## src/rtl/seg_box_overlay.sv

```systemverilog
// seg_box_overlay: draws up to eight rectangular outlines onto the RGB stream.
// Box bounds come from the projection segmenter. They are shadow-latched on
// each vs rise so every box stays consistent for the whole frame.
module seg_box_overlay #(
    parameter int                        IMG_WIDTH_LINE = 1920,
    parameter int                        IMG_WIDTH_DATA = 24,
    parameter int                        THICK          = 2,
    parameter logic [IMG_WIDTH_DATA-1:0] BOX_COLOR      = 24'hFF0000
) (
    input  logic                      pixelclk,
    input  logic                      reset_n,
    input  logic [IMG_WIDTH_DATA-1:0] i_rgb,
    input  logic                      i_hs,
    input  logic                      i_vs,
    input  logic                      i_de,
    input  logic [191:0]              i_hbound,
    input  logic [11:0]               i_vcount_l,
    input  logic [11:0]               i_vcount_r,
    input  logic                      i_overlay_en,
    output logic [IMG_WIDTH_DATA-1:0] o_rgb,
    output logic                      o_hs,
    output logic                      o_vs,
    output logic                      o_de,
    output logic [11:0]               o_hcount,
    output logic [11:0]               o_vcount,
    output logic [3:0]                o_box_cnt
);

    localparam logic [11:0] HMAX = 12'(IMG_WIDTH_LINE - 1);
    localparam logic [12:0] TKM1 = 13'(THICK - 1);

    // Column counter step that holds at the last active column.
    function automatic logic [11:0] sat_inc(input logic [11:0] c);
        return (c >= HMAX) ? c : c + 12'd1;
    endfunction

    // Number of valid boxes in a shadow set.
    function automatic logic [3:0] popcount8(input logic [7:0] v);
        logic [3:0] n;
        n = '0;
        for (int i = 0; i < 8; i++) n = n + {3'b000, v[i]};
        return n;
    endfunction

    logic                      r_vs_d, r_de_d;
    logic [11:0]               r_hcnt, r_vcnt;
    logic [191:0]              r_hb_sh;
    logic [11:0]               r_vl_sh, r_vr_sh;
    logic [7:0]                r_valid_sh;
    logic                      r_en_sh;
    logic [3:0]                r_box_cnt;
    logic                      w_vs_rise, w_de_fall;
    logic [7:0]                w_valid_in;
    logic [7:0]                w_edge_p0;
    logic [7:0]                r_edge_p1;
    logic [IMG_WIDTH_DATA-1:0] r_rgb_p1, r_rgb_p2;
    logic                      r_vld_p1, r_vld_p2;
    logic                      r_hs_p1, r_hs_p2, r_vs_p1, r_vs_p2;
    logic [11:0]               r_hcnt_p1, r_hcnt_p2, r_vcnt_p1, r_vcnt_p2;
    logic                      w_hit_p1;

    assign w_vs_rise = i_vs & ~r_vs_d;
    assign w_de_fall = r_de_d & ~i_de;

    // Edge-detect history for the vs rise and the de fall.
    always_ff @(posedge pixelclk or negedge reset_n) begin
        if (!reset_n) begin
            r_vs_d <= 1'b0;
            r_de_d <= 1'b0;
        end else begin
            r_vs_d <= i_vs;
            r_de_d <= i_de;
        end
    end

    // Active-pixel position of the pixel currently on the inputs.
    always_ff @(posedge pixelclk or negedge reset_n) begin
        if (!reset_n) begin
            r_hcnt <= '0;
            r_vcnt <= '0;
        end else begin
            r_hcnt <= i_de ? sat_inc(r_hcnt) : 12'd0;
            if (w_vs_rise)      r_vcnt <= '0;
            else if (w_de_fall) r_vcnt <= r_vcnt + 12'd1;
        end
    end

    // A box is usable only if it has positive width and height.
    always_comb begin
        w_valid_in = '0;
        for (int k = 0; k < 8; k++)
            w_valid_in[k] = (i_hbound[24*k+12 +: 12] > i_hbound[24*k +: 12]) &&
                            (i_vcount_r > i_vcount_l);
    end

    // Shadow set, captured only on the vs rise. All other input changes are ignored.
    always_ff @(posedge pixelclk or negedge reset_n) begin
        if (!reset_n) begin
            r_hb_sh    <= '0;
            r_vl_sh    <= '0;
            r_vr_sh    <= '0;
            r_valid_sh <= '0;
            r_en_sh    <= 1'b0;
            r_box_cnt  <= '0;
        end else if (w_vs_rise) begin
            r_hb_sh    <= i_hbound;
            r_vl_sh    <= i_vcount_l;
            r_vr_sh    <= i_vcount_r;
            r_valid_sh <= w_valid_in;
            r_en_sh    <= i_overlay_en;
            r_box_cnt  <= popcount8(w_valid_in);
        end
    end

    // Per-box border hit. Edge bands are only meaningful inside the rectangle.
    // 13-bit math keeps l+THICK-1 and hcnt+THICK-1 from wrapping at the top of range.
    always_comb begin : p_hit
        logic [12:0] l, r, h, v, vl, vr;
        logic        in_h, in_v, near_l_r, near_t_b;
        w_edge_p0 = '0;
        h  = {1'b0, r_hcnt};
        v  = {1'b0, r_vcnt};
        vl = {1'b0, r_vl_sh};
        vr = {1'b0, r_vr_sh};
        for (int k = 0; k < 8; k++) begin
            l        = {1'b0, r_hb_sh[24*k +: 12]};
            r        = {1'b0, r_hb_sh[24*k+12 +: 12]};
            in_h     = (h >= l) && (h <= r);
            in_v     = (v >= vl) && (v <= vr);
            near_l_r = (h <= l + TKM1) || (h + TKM1 >= r);
            near_t_b = (v <= vl + TKM1) || (v + TKM1 >= vr);
            w_edge_p0[k] = r_valid_sh[k] && in_h && in_v && (near_l_r || near_t_b);
        end
    end

    // ---- stage 1: register per-box hits alongside the delayed video ----
    always_ff @(posedge pixelclk or negedge reset_n) begin
        if (!reset_n) begin
            r_edge_p1 <= '0;
            r_rgb_p1  <= '0;
            r_vld_p1  <= 1'b0;
            r_hs_p1   <= 1'b0;
            r_vs_p1   <= 1'b0;
            r_hcnt_p1 <= '0;
            r_vcnt_p1 <= '0;
        end else begin
            r_edge_p1 <= w_edge_p0;
            r_rgb_p1  <= i_rgb;
            r_vld_p1  <= i_de;
            r_hs_p1   <= i_hs;
            r_vs_p1   <= i_vs;
            r_hcnt_p1 <= r_hcnt;
            r_vcnt_p1 <= r_vcnt;
        end
    end

    assign w_hit_p1 = r_en_sh & (|r_edge_p1) & r_vld_p1;

    // ---- stage 2: merge hits and select border colour or passthrough ----
    always_ff @(posedge pixelclk or negedge reset_n) begin
        if (!reset_n) begin
            r_rgb_p2  <= '0;
            r_vld_p2  <= 1'b0;
            r_hs_p2   <= 1'b0;
            r_vs_p2   <= 1'b0;
            r_hcnt_p2 <= '0;
            r_vcnt_p2 <= '0;
        end else begin
            r_rgb_p2  <= w_hit_p1 ? BOX_COLOR : r_rgb_p1;
            r_vld_p2  <= r_vld_p1;
            r_hs_p2   <= r_hs_p1;
            r_vs_p2   <= r_vs_p1;
            r_hcnt_p2 <= r_hcnt_p1;
            r_vcnt_p2 <= r_vcnt_p1;
        end
    end

    assign o_rgb     = r_rgb_p2;
    assign o_de      = r_vld_p2;
    assign o_hs      = r_hs_p2;
    assign o_vs      = r_vs_p2;
    assign o_hcount  = r_hcnt_p2;
    assign o_vcount  = r_vcnt_p2;
    assign o_box_cnt = r_box_cnt;

endmodule

```

## config.mk

```make
export PLATFORM = sky130hd
export DESIGN_NAME = seg_box_overlay
export DESIGN_NICKNAME = d
export VERILOG_FILES = /design/src/rtl/seg_box_overlay.sv
export SDC_FILE = /design/constraint.sdc
export NUM_CORES = 1
export LEC_CHECK = 0
export BUFFER_PORTS_ARGS = -buffer_cell sky130_fd_sc_hd__buf_2
export CAP_MARGIN = 30
export CORE_UTILIZATION = 60
export DETAILED_ROUTE_END_ITERATION = 7
export PLACE_DENSITY = 0.83
export REMOVE_ABC_BUFFERS = 1
export SLEW_MARGIN = 20
export SYNTH_ARGS = -nofsm -noshare
export SYNTH_HDL_FRONTEND = slang
export SYNTH_SLANG_ARGS = --single-unit
```

## constraint.sdc

```tcl
create_clock -name pixelclk -period 3.85 [get_ports pixelclk]
set_input_delay 0.5775 -clock pixelclk [delete_from_list [all_inputs] [get_ports pixelclk]]
set_output_delay 0.5775 -clock pixelclk [all_outputs]
set_load 0.01 [all_outputs]
```

# Word-level counts from Yosys, hierarchy flattened
# Index checks and enable logic that the tools add are counted.
# word_totals
register_bits,363
output_inout_bits,55
elab_cells,159
# op_classes
addsub,20
magnitude_cmp,46
n_eq_ne,1
muxes,5
n_bitwise,6
n_reduce_logical,60
# op_table
operator,n
"adder 12 x 1 -> 13 bit, second input constant",11
greater-or-equal comparator 13 x 12 -> 1 bit,9
less-or-equal comparator 12 x 13 -> 1 bit,9
greater-or-equal comparator 12 bit,9
greater-than comparator 12 bit,9
less-or-equal comparator 12 bit,9
two-way mux 12 bit,4
logical AND 1 bit,41
"adder 12 x 1 -> 12 bit, second input constant",2
two-way mux 24 bit,1
logical OR 1 bit,17
adder 4 x 1 -> 4 bit,4
"greater-or-equal comparator 12 x 11 -> 1 bit, second input constant",1
OR reduction 8 bit,1
adder 3 x 1 -> 4 bit,1
AND 1 bit,4
adder 2 x 1 -> 3 bit,1
adder 1 x 1 -> 2 bit,1
"inequality test 2 bit, second input constant",1
inverter 1 bit,2
nonzero test 2 bit,1

# Longest topological paths before layout
# Gate-level depths: netlist (run 1).
# depth
depth_word,9
depth_mapped,19
mapped_depth_nobuf,18

# Least setup slack after synthesis (run 1)
# Ideal clock, no wire load.
# synth_path
path_type,input to register
from,in i_vcount_l[1]
to,"reg r_box_cnt[2], in the netlist o_box_cnt[2]"
setup_time_ps,83
arrival_time_ps,4434
required_ps,3767
setup_slack_ps,-666
path_stages,19
path_buffers,1
cell_sequence,inv_1 -> ha_1 -> nor2b_1 -> o21a_1 -> o21a_1 -> o21ai_0 -> a22o_1 -> clkbuf_1 -> nor3_1 -> fa_1 -> inv_1 -> fa_1 -> inv_1 -> fa_1 -> ha_1 -> inv_1 -> fa_1 -> xor2_1 -> o21ai_0
# synth_via
elab_chain_len,9
word_cells_on_any_way,16
cone_classes,7 x add/sub; 1 x order compare; 8 x reduce/logical
# synth_rtl
element,line,source
from (decl),17,"input logic [11:0] i_vcount_l,"
greater-than comparator 12 bit,93,(i_vcount_r > i_vcount_l);
logical AND 1 bit,92,w_valid_in[k] = (i_hbound[24*k+12 +: 12] > i_hbound[24*k +: 12]) &&
named net w_valid_in[0],53,logic [7:0] w_valid_in;
adder 1 x 1 -> 2 bit,41,"for (int i = 0; i < 8; i++) n = n + {3'b000, v[i]};"
adder 2 x 1 -> 3 bit,41,
adder 3 x 1 -> 4 bit,41,
adder 4 x 1 -> 4 bit (4 in series),41,
to (signal assigned),111,r_box_cnt <= popcount8(w_valid_in);
to (decl),51,logic [3:0] r_box_cnt;
# The timed path passes the listed nets, and every way through them passes these cells.
# A chain may end at the register's enable or synchronous reset.

# Final worst setup path (run 1)
# layout_path
from,in i_vcount_l[8]
to,"reg r_box_cnt[2], in the netlist o_box_cnt[2]"
# layout_via
elab_chain_len,9
word_cells_on_any_way,16
cone_classes,7 x add/sub; 1 x order compare; 8 x reduce/logical
# layout_rtl
element,line
greater-than comparator 12 bit (*),93
logical AND 1 bit,92
adder 1 x 1 -> 2 bit,41
adder 2 x 1 -> 3 bit,41
adder 3 x 1 -> 4 bit,41
adder 4 x 1 -> 4 bit (3 in series),41
adder 4 x 1 -> 4 bit (*),41
# Every way passes the cells marked *; elsewhere a longest branch is shown, timed or not.

==> results of run 1 <==
-- synthesized netlist by cell type (12+ instances only) --
| library cell | count | area [µm²] |
|---|---|---|
| clkbuf_1 | 51 | 191 |
| xnor2_1 | 106 | 928 |
| a211oi_1 | 35 | 263 |
| nor4_1 | 13 | 81.3 |
| nand2_1 | 344 | 1290 |
| nor2_1 | 91 | 342 |
| o21ai_0 | 283 | 1420 |
| o211ai_1 | 21 | 158 |
| xor2_1 | 21 | 184 |
| nor3_1 | 52 | 260 |
| a21oi_1 | 145 | 726 |
| nand2b_1 | 14 | 87.6 |
| nand4_1 | 107 | 669 |
| or2_2 | 12 | 75.1 |
| a2111oi_0 | 17 | 149 |
| a21o_1 | 51 | 383 |
| nor2b_1 | 54 | 338 |
| and3_1 | 14 | 87.6 |
| nand3_1 | 102 | 510 |
| o21a_1 | 16 | 120 |
| inv_1 | 338 | 1270 |
| dfrtp_1 | 363 | 9080 |
| ha_1 | 554 | 6930 |
-- critical path, stage by stage --
cell     delay, ps
buf_2          100
inv_1           50
ha_1           270
nand4_1        200
nor2_2         210
o21ai_2         90
a22o_4         230
buf_12         140
buf_12         140
or3_4          390
fa_1           550
inv_1           50
fa_1           490
ha_2           190
inv_2           40
fa_2           330
xor2_1         150
o21ai_1         70
-- area by class of cell --
class	count	area, µm²
fill	3203	12100
sequential	363	9100
tap	592	741
antenna	4	10.0
timing repair buffer	477	2990
inverter	338	1270
clock buffer	54	1180
multi-input combinational	2182	16500
clock inverter	16	170
-- metrics by stage --
stage                     instance area (µm²)  instances  hold slack [ps]
final                                   32000       4026             4.90
after global routing                    32000       4025             69.1
after CTS                               31800       4019             13.6
after detailed placement                30300       3947              335
after global placement                  30300       3947              332
after floorplan                         26500       2883              282
-- power groups by stage --
| stage | clock (µW) | sequential [µW] | combinational [µW] |
|---|---|---|---|
| 6_report | 4000 | 4430 | 2890 |
| 5_1_grt | 4180 | 4460 | 3240 |
| 4_1_cts | 4030 | 4410 | 2810 |
| 3_5_place_dp | 0 | 4480 | 2740 |
| 3_3_place_gp | 0 | 4460 | 2570 |
| 2_1_floorplan | 0 | 4450 | 1730 |
-- logic make-up after synthesis --
family,count (synthesis),synth area share
compound gates,657,0.150
xor+xnor,127,0.0415
fa+ha+maj,558,0.262
buf+inv,401,0.0566
flops,363,0.339
simple gates,840,0.151
-- routing by layer --
metal,vias up,GRT usage,wire length (µm)
li1,11300,-,-
met1,11800,0.433,32000
met2,1094,0.592,38300
met3,350,0.0591,6030
met4,0,0.234,5370
met5,-,0,0
-- layout by cell type, fill, tap and decap left out, types with 7 or more instances in the layout --
master / n
ha_1: 541
dfrtp_1: 352
nand2_1: 344
inv_1: 330
buf_2: 294
o21ai_0: 272
buf_4: 168
a21oi_1: 137
nand4_1: 107
nand3_1: 102
xnor2_1: 100
nor2_1: 90
nor2b_1: 52
a21o_1: 51
nor3_1: 48
clkbuf_16: 42
a211oi_1: 29
o211ai_1: 21
xor2_1: 17
a2111oi_0: 17
o21a_1: 16
and3_1: 14
nand2b_1: 13
nor4_1: 13
or2_2: 12
ha_4: 12
dfrtp_2: 11
a211oi_2: 10
o21ai_1: 10
and2_1: 10
a21boi_0: 9
buf_12: 9
a21oi_2: 8
o31ai_1: 8
o41ai_1: 8
o2111ai_1: 8
clkbuf_8: 8
or3_1: 7
a31oi_1: 7
clkinv_2: 7
-- worst min-delay path by stage --
stage / start / to / slack [ps] / depth (start not counted)
final: reset_n / o_vcount[4] / 5 / 1
after global routing: reset_n / o_vcount[4] / 70 / 1
after CTS: reset_n / r_vl_sh[6] / 10 / 1
after detailed placement: r_hcnt_p1[9] / o_hcount[9] / 330 / 0
after global placement: r_vcnt_p1[5] / o_vcount[5] / 330 / 0
after floorplan: reset_n / o_box_cnt[0] / 280 / 0
-- timing repair --
action	in CTS	in global routing
setup buffers	2	2
setup endpoints to repair	2	3
pin swaps	16	19
gates resized for setup	35	38
==> metrics.cfg, run 1 <==
[outcome]
status=finished clean

[placed_design]
port_buffers=300
gp_congestion=0.957
dpl.hpwl_um=60300
post-place-ws_ps=-866

[detailed_routing]
drt_iter0_drc=2116
drt-vias-per-instance=6.10
wl_per_cell_um=20.3
via_count=24600
ant_nets=0
routed_wirelength_um=81700
firstDrtPassIters=7
drc_errors=0

[grt]
track_usage=0.358
grt_pass1_vias=24700
grt_max_degree=183
gr-total-overflow=0
grt_pass1_wl_um=127000
antenna_found_initial=3

[cells_and_area]
fin_util=0.725
drive_above_1_share=0.187
syn2layout_area_growth_pct=19.5
top_register=r_hb_sh
largest_reg_flops=192
nets=4207

[floorplan]
die_w_um=213
start_util=0.607
rows=77
ios=301
fp.dieH_um=213
dieArea_um2=45500
core_area_um2=44100

[timing]
tightest_slew_ps=1170
final_hold_viol_count=0
timing.slew.headroom=0.220
rsz0062_at_grt=true
setup_viol=0
setup_ws_ps=18.6
finClkSkew_ps=31.7
post-route-min-period_ps=3830
maxSlewViolCount=0
clock.fmax_mhz=261
period_share=0.995
timing.setup.tns_ps=0

[worst_hold_path]
min_path_type=in -> async

[clock_network]
clock_path_buffers=3
ctsHoldBuffers=0
cts_tree=done
clk_pin_slew_ps=60
clk_latency_ps=600
h-tree-depth=2
cts_buffers=41
clock_tree.root_cell=clkbuf_16
cts.sinks=363

[synthesis]
syn_area_um2=26800
ys_seq_elements=363
ys_warn_count=0
syn_avg_cell_area_um2=9.09
ys_types=69
synthArstFlopShare=1.00
syn_inst=2946
synth-edff-count=0
ys_seq_area_frac=0.339
synth_ff_type=dfrtp_1

[setup_path]
arrival_ps=4300
worst_r2r_path_depth=12
crit_path_start_kind=input port
criticalPathCategory=in -> reg
crit_path_end=o_box_cnt[2]
r2r_end=r_edge_p1[3]
worstSetupStartpoint=i_vcount_l[8]
worstSetupEndpointType=flip-flop
rrSetupSlack_ps=130
reg2reg_from=r_hcnt[1]
required_ps=4310
critPathMaxFanout=11

[pwr]
irDropWorstVdd_v=0.000326
power_density_nw_per_um2=354
p_int_uw=7660
swShare=0.323
power_switching_uw=3660
total_power_uw=11300
seq_power_share=0.391
p_comb_frac=0.255
leakagePower_uw=0.0166
clkPwrFrac=0.354

[flow_run]
drv_cap=0

(Power assumes the default switching activity.)
==> run 2: changes to the inputs <==
--- a/config.mk
+++ b/config.mk
@@ -9,7 +9,7 @@
 export CAP_MARGIN = 30
 export CORE_UTILIZATION = 60
 export DETAILED_ROUTE_END_ITERATION = 7
-export PLACE_DENSITY = 0.83
+export PLACE_DENSITY_LB_ADDON = 0.05
 export REMOVE_ABC_BUFFERS = 1
 export SLEW_MARGIN = 20
 export SYNTH_ARGS = -nofsm -noshare
==> run 2 against run 1 <==
  * Wire length down 4.2%
  * Register-to-register slack hardly changed
  * Sequential share of layout area is 0.46 points lower
  * The run now ends with hold timing, setup timing left
  * Clock skew down 6.1 ps
  * Core utilization is 1.1 points higher
==> metrics.cfg, run 2 (synthesis results as in run 1) <==
[outcome]
status=finished with violations
violations=hold timing, setup timing

[clock_network]
clk_pin_slew_ps=60  ; about the same
cts_buffers=42  ; +2.4%
ctsHoldBuffers=0  ; unchanged
clk_latency_ps=590  ; about the same
h-tree-depth=2  ; unchanged
cts.sinks=363  ; unchanged
clock_tree.root_cell=clkbuf_16
clock_path_buffers=3  ; unchanged
cts_tree=done

[detailed_routing]
drc_errors=0  ; unchanged
drt_iter0_drc=1509  ; -29%
routed_wirelength_um=78200  ; -4.2%
drt-vias-per-instance=5.87  ; -3.9%
via_count=23900  ; -2.7%
wl_per_cell_um=19.2  ; -5.4%
firstDrtPassIters=5  ; -2
ant_nets=0  ; unchanged

[timing]
setup_viol=2  ; +2
finClkSkew_ps=25.6  ; -6.11 ps
timing.setup.tns_ps=-108  ; -108 ps
setup_ws_ps=-63.9  ; -82.4 ps
worst_hold_slack_ps=-21.6  ; -26.5 ps
timing.slew.headroom=0.288  ; +0.0682
maxSlewViolCount=0  ; unchanged
period_share=1.02  ; +0.0214
post-route-min-period_ps=3910  ; +82.4 ps
clock.fmax_mhz=256  ; -2.1%
tightest_slew_ps=1060  ; -105 ps
final_hold_viol_count=7  ; +7
rsz0062_at_grt=true

[pwr]
irDropWorstVdd_v=0.000353  ; +8.5%
clkPwrFrac=0.366  ; +0.012
power_switching_uw=3600  ; -1.7%
p_comb_frac=0.251  ; -0.004
leakagePower_uw=0.0168  ; +1.5%
p_int_uw=7920  ; +3.4%
power_density_nw_per_um2=355  ; +0.24%
swShare=0.313  ; -0.0108
seq_power_share=0.383  ; -0.008

[cells_and_area]
largest_reg_flops=192  ; unchanged
diodes=0  ; -4
final_cells=4074  ; +1.2%
final_common_cell=ha_1
drive_above_1_share=0.197  ; +0.00985
final.fill_count=3381  ; +5.6%
layout_common_cells=ha_1, dfrtp_1, nand2_1
top_register=r_hb_sh
nets=4253  ; +1.1%
syn2layout_area_growth_pct=21.3

[grt]
grt_pass1_wl_um=123000  ; -2.4%
gr-usage-met1=0.435  ; +0.00136
track_usage=0.348  ; -0.0105
grt_pass1_vias=24100  ; -2.6%
grtUsageMet3=0.0460  ; -0.0131
gr-total-overflow=0  ; unchanged
grt_max_degree=161  ; -12%
antenna_found_initial=1  ; -2
grt.met2_usage=0.590  ; -0.00112
busiest_layer=met2

[setup_path]
worstSetupEndpointType=flip-flop
arrival_ps=4420  ; +120 ps
required_ps=4350  ; +40 ps
crit_path_start_kind=input port
criticalPathCategory=in -> reg
critPathMaxFanout=2  ; -9

[placed_design]
dpl.hpwl_um=58000  ; -3.9%
place_inst=3992  ; +1.1%
gp_congestion=0.957  ; about the same
port_buffers=300  ; unchanged

[worst_hold_path]
min_path_type=in -> async

[floorplan]
ios=301  ; unchanged
die_w_um=213  ; unchanged
dieArea_um2=45500  ; unchanged
core_area_um2=44100  ; unchanged
fp.dieH_um=213  ; unchanged
start_util=0.607  ; unchanged
rows=77  ; unchanged

[flow_run]
drv_cap=0  ; unchanged

==> run 2: per-stage QoR <==
stage	util	worst slack (ps)	hold WS [ps]	instance area (µm²)	total power [µW]
6_report	0.736	-63.9	-21.6	32500	11500
5_1_grt	0.736	-242	61.0	32500	12100
4_1_cts	0.732	-77.3	35.6	32300	11500
3_5_place_dp	0.692	-1120	335	30500	7220
3_3_place_gp	0.691	-895	333	30500	7060
2_1_floorplan	-	-9400	282	26500	6180
==> run 2: layout make-up <==
class,count,area [µm²],share of cell area
inverters,338,1280,0.0394
multi-input cells,2182,16600,0.511
clock inverters,19,248,0.00763
repair buffers,522,3340,0.103
clock buffers,58,1200,0.0370
flip-flops and latches,363,9080,0.280
well taps,592,741,0.0228
==> run 2: repair_timing <==
| action | 4_1_cts | 5_1_grt |
|---|---|---|
| setup endpoints to repair | 3 | 7 |
| setup buffers | 5 | 0 |
| gates resized for setup | 66 | 30 |
| pin swaps | 19 | 21 |
| gates cloned | 0 | 0 |
==> run 2: worst paths after layout <==
path / start / endpoint / slack, ps / cells past startpoint
setup reg to reg: r_hcnt[1] / r_edge_p1[4] / 120 / 9
hold reg to reg: r_vcnt_p1[4] / o_vcount[4] / 350 / 0
max in group asynchronous: reset_n / r_valid_sh[2] / 2780 / 2
setup / recovery: i_hbound[81] / o_box_cnt[2] / -60 / 20
hold / removal: reset_n / o_vcount[4] / -20 / 1
min in group pixelclk: i_rgb[15] / r_rgb_p1[15] / 90 / 1
==> run 2: routing by layer <==
| metal | wire, µm | share of wire | vias to the layer above |
|---|---|---|---|
| met3 | 4710 | 0.060 | 230 |
| met1 | 32500 | 0.42 | 11500 |
| met2 | 37200 | 0.48 | 783 |
| met4 | 3810 | 0.049 | 2 |
| met5 | 13 | 0.00017 | - |
| li1 | - | - | 11400 |
==> run 2: power by group through the flow <==
stage | sequential, µW | clock [µW] | combinational, µW
2_1_floorplan | 4450 | 0 | 1730
3_3_place_gp | 4460 | 0 | 2600
3_5_place_dp | 4470 | 0 | 2760
4_1_cts | 4400 | 4260 | 2850
5_1_grt | 4450 | 4410 | 3270
6_report | 4410 | 4220 | 2890
==> run 2: critical path, stage by stage <==
cell and delay, ps:
buf_2 90, inv_1 40, ha_1 330, a21oi_2 150, nor2b_1 60, o21ai_1 140, o21ai_1 100, a211oi_2 200
buf_4 210, nor3_4 60, fa_1 510, inv_2 50, fa_1 530, inv_2 40, fa_1 490, ha_2 190
inv_2 40, fa_2 330, xor2_1 160, o21ai_1 130
